[src/rtl/uart_lite_pkg.sv]
// Shared constants and types for the uart_lite peripheral: register map, STATUS bit layout,
// FSM state types and the divisor floor.
package uart_lite_pkg;

  localparam logic [1:0] REG_TXDATA = 2'd0;
  localparam logic [1:0] REG_RXDATA = 2'd1;
  localparam logic [1:0] REG_STATUS = 2'd2;
  localparam logic [1:0] REG_DIV    = 2'd3;

  localparam int unsigned STAT_TX_FULL   = 0;
  localparam int unsigned STAT_TX_EMPTY  = 1;
  localparam int unsigned STAT_TX_BUSY   = 2;
  localparam int unsigned STAT_RX_VALID  = 3;
  localparam int unsigned STAT_RX_OVR    = 4;
  localparam int unsigned STAT_RX_FRAME  = 5;
  localparam int unsigned STAT_TX_DROP   = 6;

  localparam int unsigned DIV_MIN = 3;

  typedef enum logic [1:0] {TxIdle, TxStart, TxData, TxStop} tx_state_e;
  typedef enum logic [1:0] {RxIdle, RxStart, RxData, RxStop} rx_state_e;

  function automatic logic [15:0] clamp_div(input logic [15:0] v);
    return (v < 16'(DIV_MIN)) ? 16'(DIV_MIN) : v;
  endfunction

endpackage

[src/rtl/uart_lite_fifo.sv]
// Synchronous FIFO for the TX path; pointers carry an extra wrap bit to tell full from empty.
// Pushes while full and pops while empty are ignored.
module uart_lite_fifo #(
  parameter int unsigned Depth = 8,
  parameter int unsigned Width = 8
) (
  input  logic             clk,
  input  logic             rst_ni,
  input  logic             push_i,
  input  logic [Width-1:0] wdata_i,
  input  logic             pop_i,
  output logic [Width-1:0] rdata_o,
  output logic             full_o,
  output logic             empty_o
);

  localparam int unsigned Aw = $clog2(Depth);

  logic [Aw:0]      wr_ptr_q, rd_ptr_q;
  logic [Width-1:0] mem_q [Depth];
  logic             do_push, do_pop;

  assign empty_o = (wr_ptr_q == rd_ptr_q);
  assign full_o  = (wr_ptr_q[Aw] != rd_ptr_q[Aw]) &&
                   (wr_ptr_q[Aw-1:0] == rd_ptr_q[Aw-1:0]);
  assign do_push = push_i & ~full_o;
  assign do_pop  = pop_i & ~empty_o;
  assign rdata_o = mem_q[rd_ptr_q[Aw-1:0]];

  always_ff @(posedge clk or negedge rst_ni) begin
    if (!rst_ni) begin
      wr_ptr_q <= '0;
      rd_ptr_q <= '0;
    end else begin
      if (do_push) wr_ptr_q <= wr_ptr_q + 1'b1;
      if (do_pop)  rd_ptr_q <= rd_ptr_q + 1'b1;
    end
  end

  always_ff @(posedge clk) begin
    if (do_push) mem_q[wr_ptr_q[Aw-1:0]] <= wdata_i;
  end

endmodule

[src/rtl/uart_lite.sv]
// Memory-mapped 8N1 UART: register decode, TX FIFO + TX FSM, synchronised RX FSM with a
// single-entry holding register, programmable divisor shared by both directions.
module uart_lite
  import uart_lite_pkg::*;
#(
  parameter int unsigned ADDR_WIDTH    = 12,
  parameter int unsigned DATA_WIDTH    = 32,
  parameter int unsigned TX_FIFO_DEPTH = 8,
  parameter logic [15:0] DIV_RESET     = 16'd433
) (
  input  logic                  clk,
  input  logic                  rst_ni,
  input  logic [ADDR_WIDTH-1:0] addr_i,
  input  logic [DATA_WIDTH-1:0] wdata_i,
  input  logic                  write_i,
  input  logic                  sel_i,
  input  logic                  enable_i,
  output logic [DATA_WIDTH-1:0] rdata_o,
  output logic                  ready_o,
  output logic                  tx_o,
  input  logic                  rx_i
);

  // Bus decode
  logic            access, addr_hit, rd_any;
  logic            wr_tx, wr_div, rd_rx, rd_stat;
  logic [1:0]      reg_sel;
  logic [31:0]     rd_word, status_word;
  logic            ready_q;
  logic [DATA_WIDTH-1:0] rdata_q;
  logic [15:0]     div_q;
  logic            unused_bits;

  assign access   = sel_i & enable_i;
  assign addr_hit = (addr_i[ADDR_WIDTH-1:4] == '0);
  assign reg_sel  = addr_i[3:2];
  assign rd_any   = access & ~write_i;
  assign wr_tx    = access &  write_i & addr_hit & (reg_sel == REG_TXDATA);
  assign wr_div   = access &  write_i & addr_hit & (reg_sel == REG_DIV);
  assign rd_rx    = rd_any & addr_hit & (reg_sel == REG_RXDATA);
  assign rd_stat  = rd_any & addr_hit & (reg_sel == REG_STATUS);
  assign unused_bits = ^{addr_i[1:0], wdata_i[DATA_WIDTH-1:16]};

  // TX FIFO
  logic       fifo_pop, fifo_full, fifo_empty;
  logic [7:0] fifo_rdata;

  uart_lite_fifo #(
    .Depth (TX_FIFO_DEPTH),
    .Width (8)
  ) u_tx_fifo (
    .clk     (clk),
    .rst_ni  (rst_ni),
    .push_i  (wr_tx),
    .wdata_i (wdata_i[7:0]),
    .pop_i   (fifo_pop),
    .rdata_o (fifo_rdata),
    .full_o  (fifo_full),
    .empty_o (fifo_empty)
  );

  // TX FSM
  tx_state_e   tx_state_q, tx_state_d;
  logic [15:0] tx_cnt_q, tx_cnt_d;
  logic [2:0]  tx_bit_q, tx_bit_d;
  logic [7:0]  tx_shift_q, tx_shift_d;

  always_comb begin
    tx_state_d = tx_state_q;
    tx_cnt_d   = tx_cnt_q;
    tx_bit_d   = tx_bit_q;
    tx_shift_d = tx_shift_q;
    fifo_pop   = 1'b0;
    case (tx_state_q)
      TxIdle: begin
        if (!fifo_empty) begin
          fifo_pop   = 1'b1;
          tx_shift_d = fifo_rdata;
          tx_cnt_d   = div_q;
          tx_state_d = TxStart;
        end
      end
      TxStart: begin
        if (tx_cnt_q == '0) begin
          tx_cnt_d   = div_q;
          tx_bit_d   = '0;
          tx_state_d = TxData;
        end else begin
          tx_cnt_d = tx_cnt_q - 16'd1;
        end
      end
      TxData: begin
        if (tx_cnt_q == '0) begin
          tx_cnt_d   = div_q;
          tx_shift_d = {1'b0, tx_shift_q[7:1]};
          if (tx_bit_q == 3'd7) tx_state_d = TxStop;
          else                  tx_bit_d   = tx_bit_q + 3'd1;
        end else begin
          tx_cnt_d = tx_cnt_q - 16'd1;
        end
      end
      TxStop: begin
        if (tx_cnt_q == '0) begin
          // Chain straight into the next start bit so queued bytes leave with no idle gap.
          if (!fifo_empty) begin
            fifo_pop   = 1'b1;
            tx_shift_d = fifo_rdata;
            tx_cnt_d   = div_q;
            tx_state_d = TxStart;
          end else begin
            tx_state_d = TxIdle;
          end
        end else begin
          tx_cnt_d = tx_cnt_q - 16'd1;
        end
      end
      default: tx_state_d = TxIdle;
    endcase
  end

  always_comb begin
    case (tx_state_q)
      TxStart: tx_o = 1'b0;
      TxData:  tx_o = tx_shift_q[0];
      default: tx_o = 1'b1;
    endcase
  end

  always_ff @(posedge clk or negedge rst_ni) begin
    if (!rst_ni) begin
      tx_state_q <= TxIdle;
      tx_cnt_q   <= '0;
      tx_bit_q   <= '0;
      tx_shift_q <= '0;
    end else begin
      tx_state_q <= tx_state_d;
      tx_cnt_q   <= tx_cnt_d;
      tx_bit_q   <= tx_bit_d;
      tx_shift_q <= tx_shift_d;
    end
  end

  // RX synchroniser; the third flop only serves falling-edge detection.
  logic rx_s1_q, rx_s2_q, rx_s3_q, rx_fall;

  always_ff @(posedge clk or negedge rst_ni) begin
    if (!rst_ni) begin
      rx_s1_q <= 1'b1;
      rx_s2_q <= 1'b1;
      rx_s3_q <= 1'b1;
    end else begin
      rx_s1_q <= rx_i;
      rx_s2_q <= rx_s1_q;
      rx_s3_q <= rx_s2_q;
    end
  end

  assign rx_fall = rx_s3_q & ~rx_s2_q;

  // RX FSM
  rx_state_e   rx_state_q, rx_state_d;
  logic [15:0] rx_cnt_q, rx_cnt_d, rx_half;
  logic [16:0] div_inc;
  logic [2:0]  rx_bit_q, rx_bit_d;
  logic [7:0]  rx_shift_q, rx_shift_d;
  logic        rx_load;

  // Start-bit wait of (div+1)/2 cycles, counted down to zero.
  assign div_inc = {1'b0, div_q} + 17'd1;
  assign rx_half = div_inc[16:1] - 16'd1;

  always_comb begin
    rx_state_d = rx_state_q;
    rx_cnt_d   = rx_cnt_q;
    rx_bit_d   = rx_bit_q;
    rx_shift_d = rx_shift_q;
    rx_load    = 1'b0;
    case (rx_state_q)
      RxIdle: begin
        if (rx_fall) begin
          rx_cnt_d   = rx_half;
          rx_state_d = RxStart;
        end
      end
      RxStart: begin
        if (rx_cnt_q == '0) begin
          if (!rx_s2_q) begin
            rx_cnt_d   = div_q;
            rx_bit_d   = '0;
            rx_state_d = RxData;
          end else begin
            rx_state_d = RxIdle;
          end
        end else begin
          rx_cnt_d = rx_cnt_q - 16'd1;
        end
      end
      RxData: begin
        if (rx_cnt_q == '0) begin
          rx_shift_d = {rx_s2_q, rx_shift_q[7:1]};
          rx_cnt_d   = div_q;
          if (rx_bit_q == 3'd7) rx_state_d = RxStop;
          else                  rx_bit_d   = rx_bit_q + 3'd1;
        end else begin
          rx_cnt_d = rx_cnt_q - 16'd1;
        end
      end
      RxStop: begin
        if (rx_cnt_q == '0) begin
          rx_load    = 1'b1;
          rx_state_d = RxIdle;
        end else begin
          rx_cnt_d = rx_cnt_q - 16'd1;
        end
      end
      default: rx_state_d = RxIdle;
    endcase
  end

  always_ff @(posedge clk or negedge rst_ni) begin
    if (!rst_ni) begin
      rx_state_q <= RxIdle;
      rx_cnt_q   <= '0;
      rx_bit_q   <= '0;
      rx_shift_q <= '0;
    end else begin
      rx_state_q <= rx_state_d;
      rx_cnt_q   <= rx_cnt_d;
      rx_bit_q   <= rx_bit_d;
      rx_shift_q <= rx_shift_d;
    end
  end

  // Holding register and sticky flags; a new event wins over a same-cycle STATUS clear.
  logic       rx_valid_q, rx_valid_d;
  logic [7:0] rx_byte_q, rx_byte_d;
  logic       ovr_q, ovr_d, frame_q, frame_d, drop_q, drop_d;

  always_comb begin
    rx_valid_d = rx_valid_q;
    rx_byte_d  = rx_byte_q;
    ovr_d      = ovr_q;
    frame_d    = frame_q;
    drop_d     = drop_q;
    if (rd_stat) begin
      ovr_d   = 1'b0;
      frame_d = 1'b0;
      drop_d  = 1'b0;
    end
    if (rd_rx) rx_valid_d = 1'b0;
    if (rx_load) begin
      rx_byte_d  = rx_shift_q;
      rx_valid_d = 1'b1;
      if (rx_valid_q && !rd_rx) ovr_d = 1'b1;
      if (!rx_s2_q) frame_d = 1'b1;
    end
    if (wr_tx && fifo_full) drop_d = 1'b1;
  end

  always_ff @(posedge clk or negedge rst_ni) begin
    if (!rst_ni) begin
      rx_valid_q <= 1'b0;
      rx_byte_q  <= '0;
      ovr_q      <= 1'b0;
      frame_q    <= 1'b0;
      drop_q     <= 1'b0;
    end else begin
      rx_valid_q <= rx_valid_d;
      rx_byte_q  <= rx_byte_d;
      ovr_q      <= ovr_d;
      frame_q    <= frame_d;
      drop_q     <= drop_d;
    end
  end

  // Read mux and bus response registers
  always_comb begin
    status_word                = '0;
    status_word[STAT_TX_FULL]  = fifo_full;
    status_word[STAT_TX_EMPTY] = fifo_empty;
    status_word[STAT_TX_BUSY]  = (tx_state_q != TxIdle);
    status_word[STAT_RX_VALID] = rx_valid_q;
    status_word[STAT_RX_OVR]   = ovr_q;
    status_word[STAT_RX_FRAME] = frame_q;
    status_word[STAT_TX_DROP]  = drop_q;
  end

  always_comb begin
    rd_word = '0;
    if (addr_hit) begin
      case (reg_sel)
        REG_RXDATA: rd_word = rx_valid_q ? {24'd0, rx_byte_q} : 32'h8000_0000;
        REG_STATUS: rd_word = status_word;
        REG_DIV:    rd_word = {16'd0, div_q};
        default:    rd_word = '0;
      endcase
    end
  end

  always_ff @(posedge clk or negedge rst_ni) begin
    if (!rst_ni) begin
      ready_q <= 1'b0;
      rdata_q <= '0;
      div_q   <= DIV_RESET;
    end else begin
      ready_q <= access;
      if (rd_any) rdata_q <= DATA_WIDTH'(rd_word);
      if (wr_div) div_q <= clamp_div(wdata_i[15:0]);
    end
  end

  assign ready_o = ready_q;
  assign rdata_o = rdata_q;

endmodule
[config.mk]
export PLATFORM = sky130hd
export DESIGN_NAME = uart_lite
export DESIGN_NICKNAME = d
export VERILOG_FILES = /design/src/rtl/uart_lite_pkg.sv /design/src/rtl/uart_lite_fifo.sv /design/src/rtl/uart_lite.sv
export SDC_FILE = /design/constraint.sdc
export NUM_CORES = 1
export LEC_CHECK = 0
export ABC_AREA = 0
export CAP_MARGIN = 20
export CORE_UTILIZATION = 50
export DETAILED_ROUTE_END_ITERATION = 10
export GPL_TIMING_DRIVEN = 0
export PLACE_DENSITY = 0.75
export REMOVE_ABC_BUFFERS = 1
export SLEW_MARGIN = 5
export SYNTH_ARGS = -nofsm -noshare
export SYNTH_HDL_FRONTEND = slang
export SYNTH_SLANG_ARGS = --single-unit
[constraint.sdc]
create_clock -name clk -period 2.9 [get_ports clk]
set_input_delay 0.58 -clock clk [delete_from_list [all_inputs] [get_ports clk]]
set_output_delay 0.58 -clock clk [all_outputs]
set_load 0.01 [all_outputs]
== Yosys cells after proc, flatten, opt, wreduce, memory -nomap -nowiden ==
Memories as Yosys holds them, arrays and structs flattened.
Cells that the tools add are included.

* Register bits: 130
* Latch bits: 0
* RAM bits: 64
* ROM bits: 0
* Input port bits: 50
* Logic and storage cells: 159
* Memories kept: 1

* Add/subtract/negate cells: 8
* Multiply operators: 0
* Div/mod/pow operators: 0
* $lt $le $gt $ge: 1
* Equal/unequal tests: 29
* Shift operators: 0
* Multiplexer cells: 59
* Bitwise logic cells: 16
* Reductions and logical operators: 24

{| class="wikitable"
|+ Memory list
! memory !! words !! width !! read ports !! clocked after memory_dff !! write ports !! RTL line !! text
|-
| u_tx_fifo.mem_q || 8 || 8 || 1 || 0 || 1 || uart_lite_fifo.sv:20 || <nowiki>logic [Width-1:0] mem_q [Depth];</nowiki>
|}

{| class="wikitable"
|+ Operator list
! kind !! number
|-
| $mux 16 || 9
|-
| $pmux 32 s3 || 1
|-
| $mux 32 || 2
|-
| $pmux 16 s4 || 1
|-
| $pmux 16 s3 || 1
|-
| $sub 16x1->16 const B || 3
|-
| $logic_not 16->1 || 2
|-
| $ne 2x2->1 const B || 14
|-
| $mux 8 || 3
|-
| $pmux 8 s3 || 1
|-
| $mux 2 || 11
|-
| $mux 3 || 7
|-
| $add 16x1->17 const B || 1
|-
| $mux 1 || 17
|-
| $lt 16x2->1 const B || 1
|-
| $pmux 2 s4 || 2
|-
| $reduce_and 5->1 || 3
|-
| $and 1x1->1 || 12
|-
| $eq 2x2->1 const B || 6
|-
| $pmux 3 s2 || 2
|-
| $reduce_bool 2->1 || 5
|-
| $add 4x1->4 const B || 2
|-
| $logic_not 8->1 || 1
|-
| $add 3x1->3 const B || 2
|-
| other kinds (16) || 28
|}

== Depth between registers and ports, before layout ==
* Word-level depth: 8
* Depth in mapped cells: 12
* Mapped depth without buffers: 11

== By module ==
From an unflattened synthesis, not the netlist that was laid out.

* Cell total of the unflattened synthesis: 906
* Area, all modules: 10,147.2 um2

{| class="wikitable"
|+ Modules (own cells, without submodules)
! module !! times used !! cells an instance !! area an instance (um2)
|-
| uart_lite || 1 || 755 || 7,086.8
|-
| uart_lite_fifo || 1 || 151 || 3,060.4
|}

== Least setup slack after synthesis ==
No wires, ideal clock.

* Path kind: reg2reg
* Start: register div_q[0]
* End: register rx_cnt_q[14]
* Data arrival time: 2.634 ns
* Setup slack: 0.140 ns
* Stages on the path, launching flop included: 12
* Clock period less this slack: 2.760 ns
* Cell sequence: dfstp_2 -> ha_1 -> buf_2 -> and3_1 -> clkbuf_1 -> nand3_1 -> a211oi_1 -> nand2_1 -> o311ai_0 -> o31ai_1 -> xor2_1 -> a221o_1

* Longest elaborated chain between the ends: 4

{| class="wikitable"
|+ Ends and longest elaborated chain
! item !! RTL line !! text
|-
| start: declaration || uart_lite.sv:31 || <nowiki>logic [15:0] div_q;</nowiki>
|-
| start signal: assignment || uart_lite.sv:308 || <nowiki>if (wr_div) div_q <= clamp_div(wdata_i[15:0]);</nowiki>
|-
| $add 16x1->17 || uart_lite.sv:169 || <nowiki>assign div_inc = {1'b0, div_q} + 17'd1;</nowiki>
|-
| $sub 16x1->16 || uart_lite.sv:170 || <nowiki>assign rx_half = div_inc[16:1] - 16'd1;</nowiki>
|-
| $mux 16 || uart_lite.sv:180 || <nowiki>if (rx_fall) begin</nowiki>
|-
| $pmux 16 s4 || uart_lite.sv:178 || <nowiki>case (rx_state_q)</nowiki>
|-
| end signal: assignment || uart_lite.sv:228 || <nowiki>rx_cnt_q <= rx_cnt_d;</nowiki>
|-
| end: declaration || uart_lite.sv:162 || <nowiki>logic [15:0] rx_cnt_q, rx_cnt_d, rx_half;</nowiki>
|}

Every way passes these cells. The select of a mux whose other input is x is not followed.
A chain may end at the register's enable or synchronous reset.

== Worst setup path in the final report ==
* Start: input addr_i[9]
* End: memory u_tx_fifo.mem_q[4][0] (enable)

* Longest elaborated chain between the ends: 6

{| class="wikitable"
|+ Ends and longest elaborated chain
! item !! RTL line !! text
|-
| start: declaration || uart_lite.sv:13 || <nowiki>input logic [ADDR_WIDTH-1:0] addr_i,</nowiki>
|-
| $logic_not 8->1 || uart_lite.sv:35 || <nowiki>assign addr_hit = (addr_i[ADDR_WIDTH-1:4] == '0);</nowiki>
|-
| $and 1x1->1 (2 in a row) || uart_lite.sv:38 || <nowiki>assign wr_tx = access & write_i & addr_hit & (reg_sel == REG_TXDATA);</nowiki>
|-
| $and 1x1->1 || uart_lite_fifo.sv:26 || <nowiki>assign do_push = push_i & ~full_o;</nowiki>
|-
| $mux 1 || uart_lite_fifo.sv:41 || <nowiki>if (do_push) mem_q[wr_ptr_q[Aw-1:0]] <= wdata_i;</nowiki>
|-
| $mux 1 (implied by the code) || uart_lite_fifo.sv:41 ||
|-
| end: declaration || uart_lite_fifo.sv:20 ||
|}

Every way passes these cells.

==> run summary <==
Ranking of synthesized cells by area -> dfrtp_1 28%, edfxtp_1 20%, mux2_2 4.8%
#FFs+latches synth -> 179
Status -> complete, no violations
Final Max Tran Viols -> 0
Cell leakage power -> 4.389 nW
Internal power -> 5.857 mW
Synth Warn # -> 0
H-tree depth -> 4
RSZ-0062 raised after global routing -> true
Cell Pwr Density -> 823.1 nW/um2
Dpl ws -> -0.6592 ns
CP Capture Type -> register
DP Wirelength -> 14.52 mm
Clock sinks -> 179
Routed wire length -> 23.14 mm
Worst path cell trace -> clkdlybuf4s50_1, or4_1, nor2_1, nand3_1, nor4_2, nand2b_1, nor2_2
Die W -> 140.2 um
Minimum clock period -> 2.822 ns
Area of the multi-input gates -> 4583 um2
Combinational Power Share -> 0.375
Layout Skew -> 0.01086 ns
Initial core utilization -> 0.5104
Finished Cell Area -> 11,190 um2
Crit-path max cell delay -> 0.52 ns
Register area -> 4823 um2
Worst relative slew slack -> 0.3395
CP required -> 2.98 ns
Ys async rst share -> 0.6425
Die height -> 140.2 um
# placed instances -> 1,116
DR iter-0 viols -> 868
VDD IR-drop max -> 0.0004882 V
Initial antenna violation count -> 0
Worst setup SP type -> primary input
FP Rows -> 50
CTS tree -> done
Max frequency -> 0.3544 GHz
Register clock-pin slew on the reported worst setup and hold paths -> 0.07 ns
TritonCTS Buffers -> 17
Switching Share -> 0.3642
GP Congestion -> 0.8181
Register area share after synthesis -> 0.5037
Post-DRT Antenna Nets -> 0
Total gr overflow -> 0
WL per Instance -> 19.71 um
Setup-failing EPs final -> 0
Psw -> 3.355 mW
Avg Inst Size Synth -> 10.78 um2
Worst EP arrival -> 2.90 ns
Crit-path max FO -> 8
First-pass GRT wire length -> 36.96 mm
Ratio of cells with drive above 1 in the final layout -> 0.1819
Fin. Hold Viols -> 0
Slew of the pin with the lowest slew margin -> 0.9896 ns
Clk pwr share -> 0.255
EDFF count, synth -> 64
NumNets Final -> 998
Slowest CP cell -> nor2_2
Yosys cell types -> 64
DRC errors left -> 0
Post-route insts no fill -> 1,174
Placed cell areas -> 10,160 um2
Core box area -> 18,710 um2
Main synth FF type -> dfrtp_1
Post-synth top area share -> 0.2804
Clk buf depth -> 2
GR Util All Layers -> 0.2446
Critical path buffers and inverters -> 1
Number of global-route vias before repair -> 6,935
Worst skew pair latency -> 0.44 ns
Port buffer count -> 50
Via count -> 7,303
Leading area contributor after synthesis -> dfrtp_1
Root Driver -> clkbuf_16
Fillers -> 1,441
1st-pass router iterations -> 5
Die area -> 19,650 um2
Mapped Area -> 9548 um2
Mapped Cells -> 886
Period utilisation layout -> 0.9730
Hold WC Path Type -> reg2reg
Top Ports -> 84
Pin count of the biggest net entering global routing -> 90
Vias per cell -> 6.221
Crit path max-delay family -> simple AND/OR/NAND/NOR gates
Reg power frac -> 0.370
Worst Setup Slack, final -> 0.07827 ns
Ant. Diodes -> 0
Area Growth Syn to Fin -> 17.22%
Max cap viols -> 0
Crit path kind -> in2reg
kinds of logic after synthesis:
| logic type | Yosys count | synth area share |
|---|---|---|
| simple gates | 267 | 0.1331 |
| compound gates | 202 | 0.1403 |
| flops | 179 | 0.5037 |
| buf+inv | 92 | 0.04403 |
| mux | 82 | 0.1123 |
| xor+xnor | 42 | 0.03853 |
| fa+ha+maj | 21 | 0.02752 |
| other cells | 1 | 0.0003928 |
cell usage after synthesis (all sizes together) (19+ instances only):
master  number
dfrtp      107
nand2       98
edfxtp      64
nor2        62
o21ai       57
clkbuf      45
mux2        41
a21oi       40
buf         28
nor3        26
mux2i       25
xnor2       25
a22oi       22
a22o        21
ha          21
inv         19
stage by stage:
step           total power [mW]  setup TNS, ns    util  hold WS, ns
5_1_grt                   9.712         -1.338  0.5983       0.3645
3_5_place_dp              6.591         -50.46  0.5431       0.3485
3_3_place_gp              6.387        -484.98  0.5370       0.3462
6_report                  9.212              0  0.5983       0.3586
2_1_floorplan             5.669         -16.57       -       0.2844
4_1_cts                   9.099         -2.152  0.5847       0.3589
layer usage:
layer	GRT usage	wire length [um]	up-vias
met4	0.06940	303	0
li1	-	-	3319
met5	0	0	-
met3	0.05778	1897	34
met1	0.3460	10090	3618
met2	0.3761	10850	332
power by group through the flow:
stage	registers, mW	logic, mW	clock network, mW
5_1_grt	3.46	3.78	2.48
6_report	3.40	3.45	2.35
3_5_place_dp	3.43	3.16	0
4_1_cts	3.39	3.32	2.38
3_3_place_gp	3.46	2.93	0
2_1_floorplan	3.35	2.32	0
repair_timing:
action | in CTS | in global routing
cloned | 1 | 0
resized for setup | 31 | 21
endpoints found under the hold margin | 13 | 0
pin swaps | 2 | 7
endpoints found under the setup margin | 102 | 93
setup buffers | 5 | 17
hold buffers | 1 | 0
worst register-to-register path: cells and delay by family (launching register included):
family	cells	cell delay, ns
compound gates	5	1.18
flops	1	0.59
fa+ha+maj	2	0.45
xor+xnor	2	0.32
simple gates	1	0.16
worst paths after layout:
kind | startpoint | endpoint | slack (ns) | cells past startpoint
worst max-delay path | addr_i[9] | u_tx_fifo.mem_q[4][0] | 0.08 | 7
worst min-delay path | rx_s1_q | rx_s2_q | 0.36 | 0
worst max register to register | div_q[0] | rx_cnt_q[14] | 0.09 | 10
worst min register to register | rx_s1_q | rx_s2_q | 0.36 | 0
max in group asynchronous | rst_ni | div_q[0] | 1.58 | 3
min in group asynchronous | rst_ni | rx_bit_q[1] | 0.57 | 2
area by class of cell:
cell class              instances  share of cell area
repair buffers                 80             0.07345
clock inverters                14             0.01520
multi-input cells             630              0.4095
inverters                      19            0.006372
clock buffers                  18             0.03835
well taps                     234             0.02616
flip-flops and latches        179              0.4310
layout by cell type, fill, tap and decap left out, types with 14 or more instances in the layout:
| cell | netlist | routed |
|---|---|---|
| mux2i_1 | 25 | 25 |
| clkbuf_16 | 0 | 17 |
| o21ai_0 | 57 | 55 |
| conb_1 | 1 | 15 |
| a22o_1 | 21 | 21 |
| a21oi_1 | 40 | 39 |
| nand2_1 | 97 | 96 |
| mux2_2 | 41 | 41 |
| clkdlybuf4s50_1 | 0 | 49 |
| dfrtp_1 | 107 | 102 |
| xor2_1 | 17 | 17 |
| nor2_1 | 62 | 54 |
| nor3_1 | 25 | 20 |
| a22oi_1 | 22 | 22 |
| inv_1 | 19 | 19 |
| nand3_1 | 14 | 14 |
| ha_1 | 21 | 18 |
| xnor2_1 | 25 | 25 |
| edfxtp_1 | 64 | 64 |
| mux4_2 | 16 | 16 |
| buf_4 | 15 | 22 |
sequential cells by signal, summed over array words and instances, names as in the netlist, 8 cells and up, named ones only:
register / cells
rx_byte_q: 8
rx_cnt_q: 16
tx_shift_q: 8
u_tx_fifo.mem_q: 64
rx_shift_q: 8
tx_cnt_q: 16
div_q: 16
rdata_o: 17
Note: power is estimated with default switching activity, not from simulation.
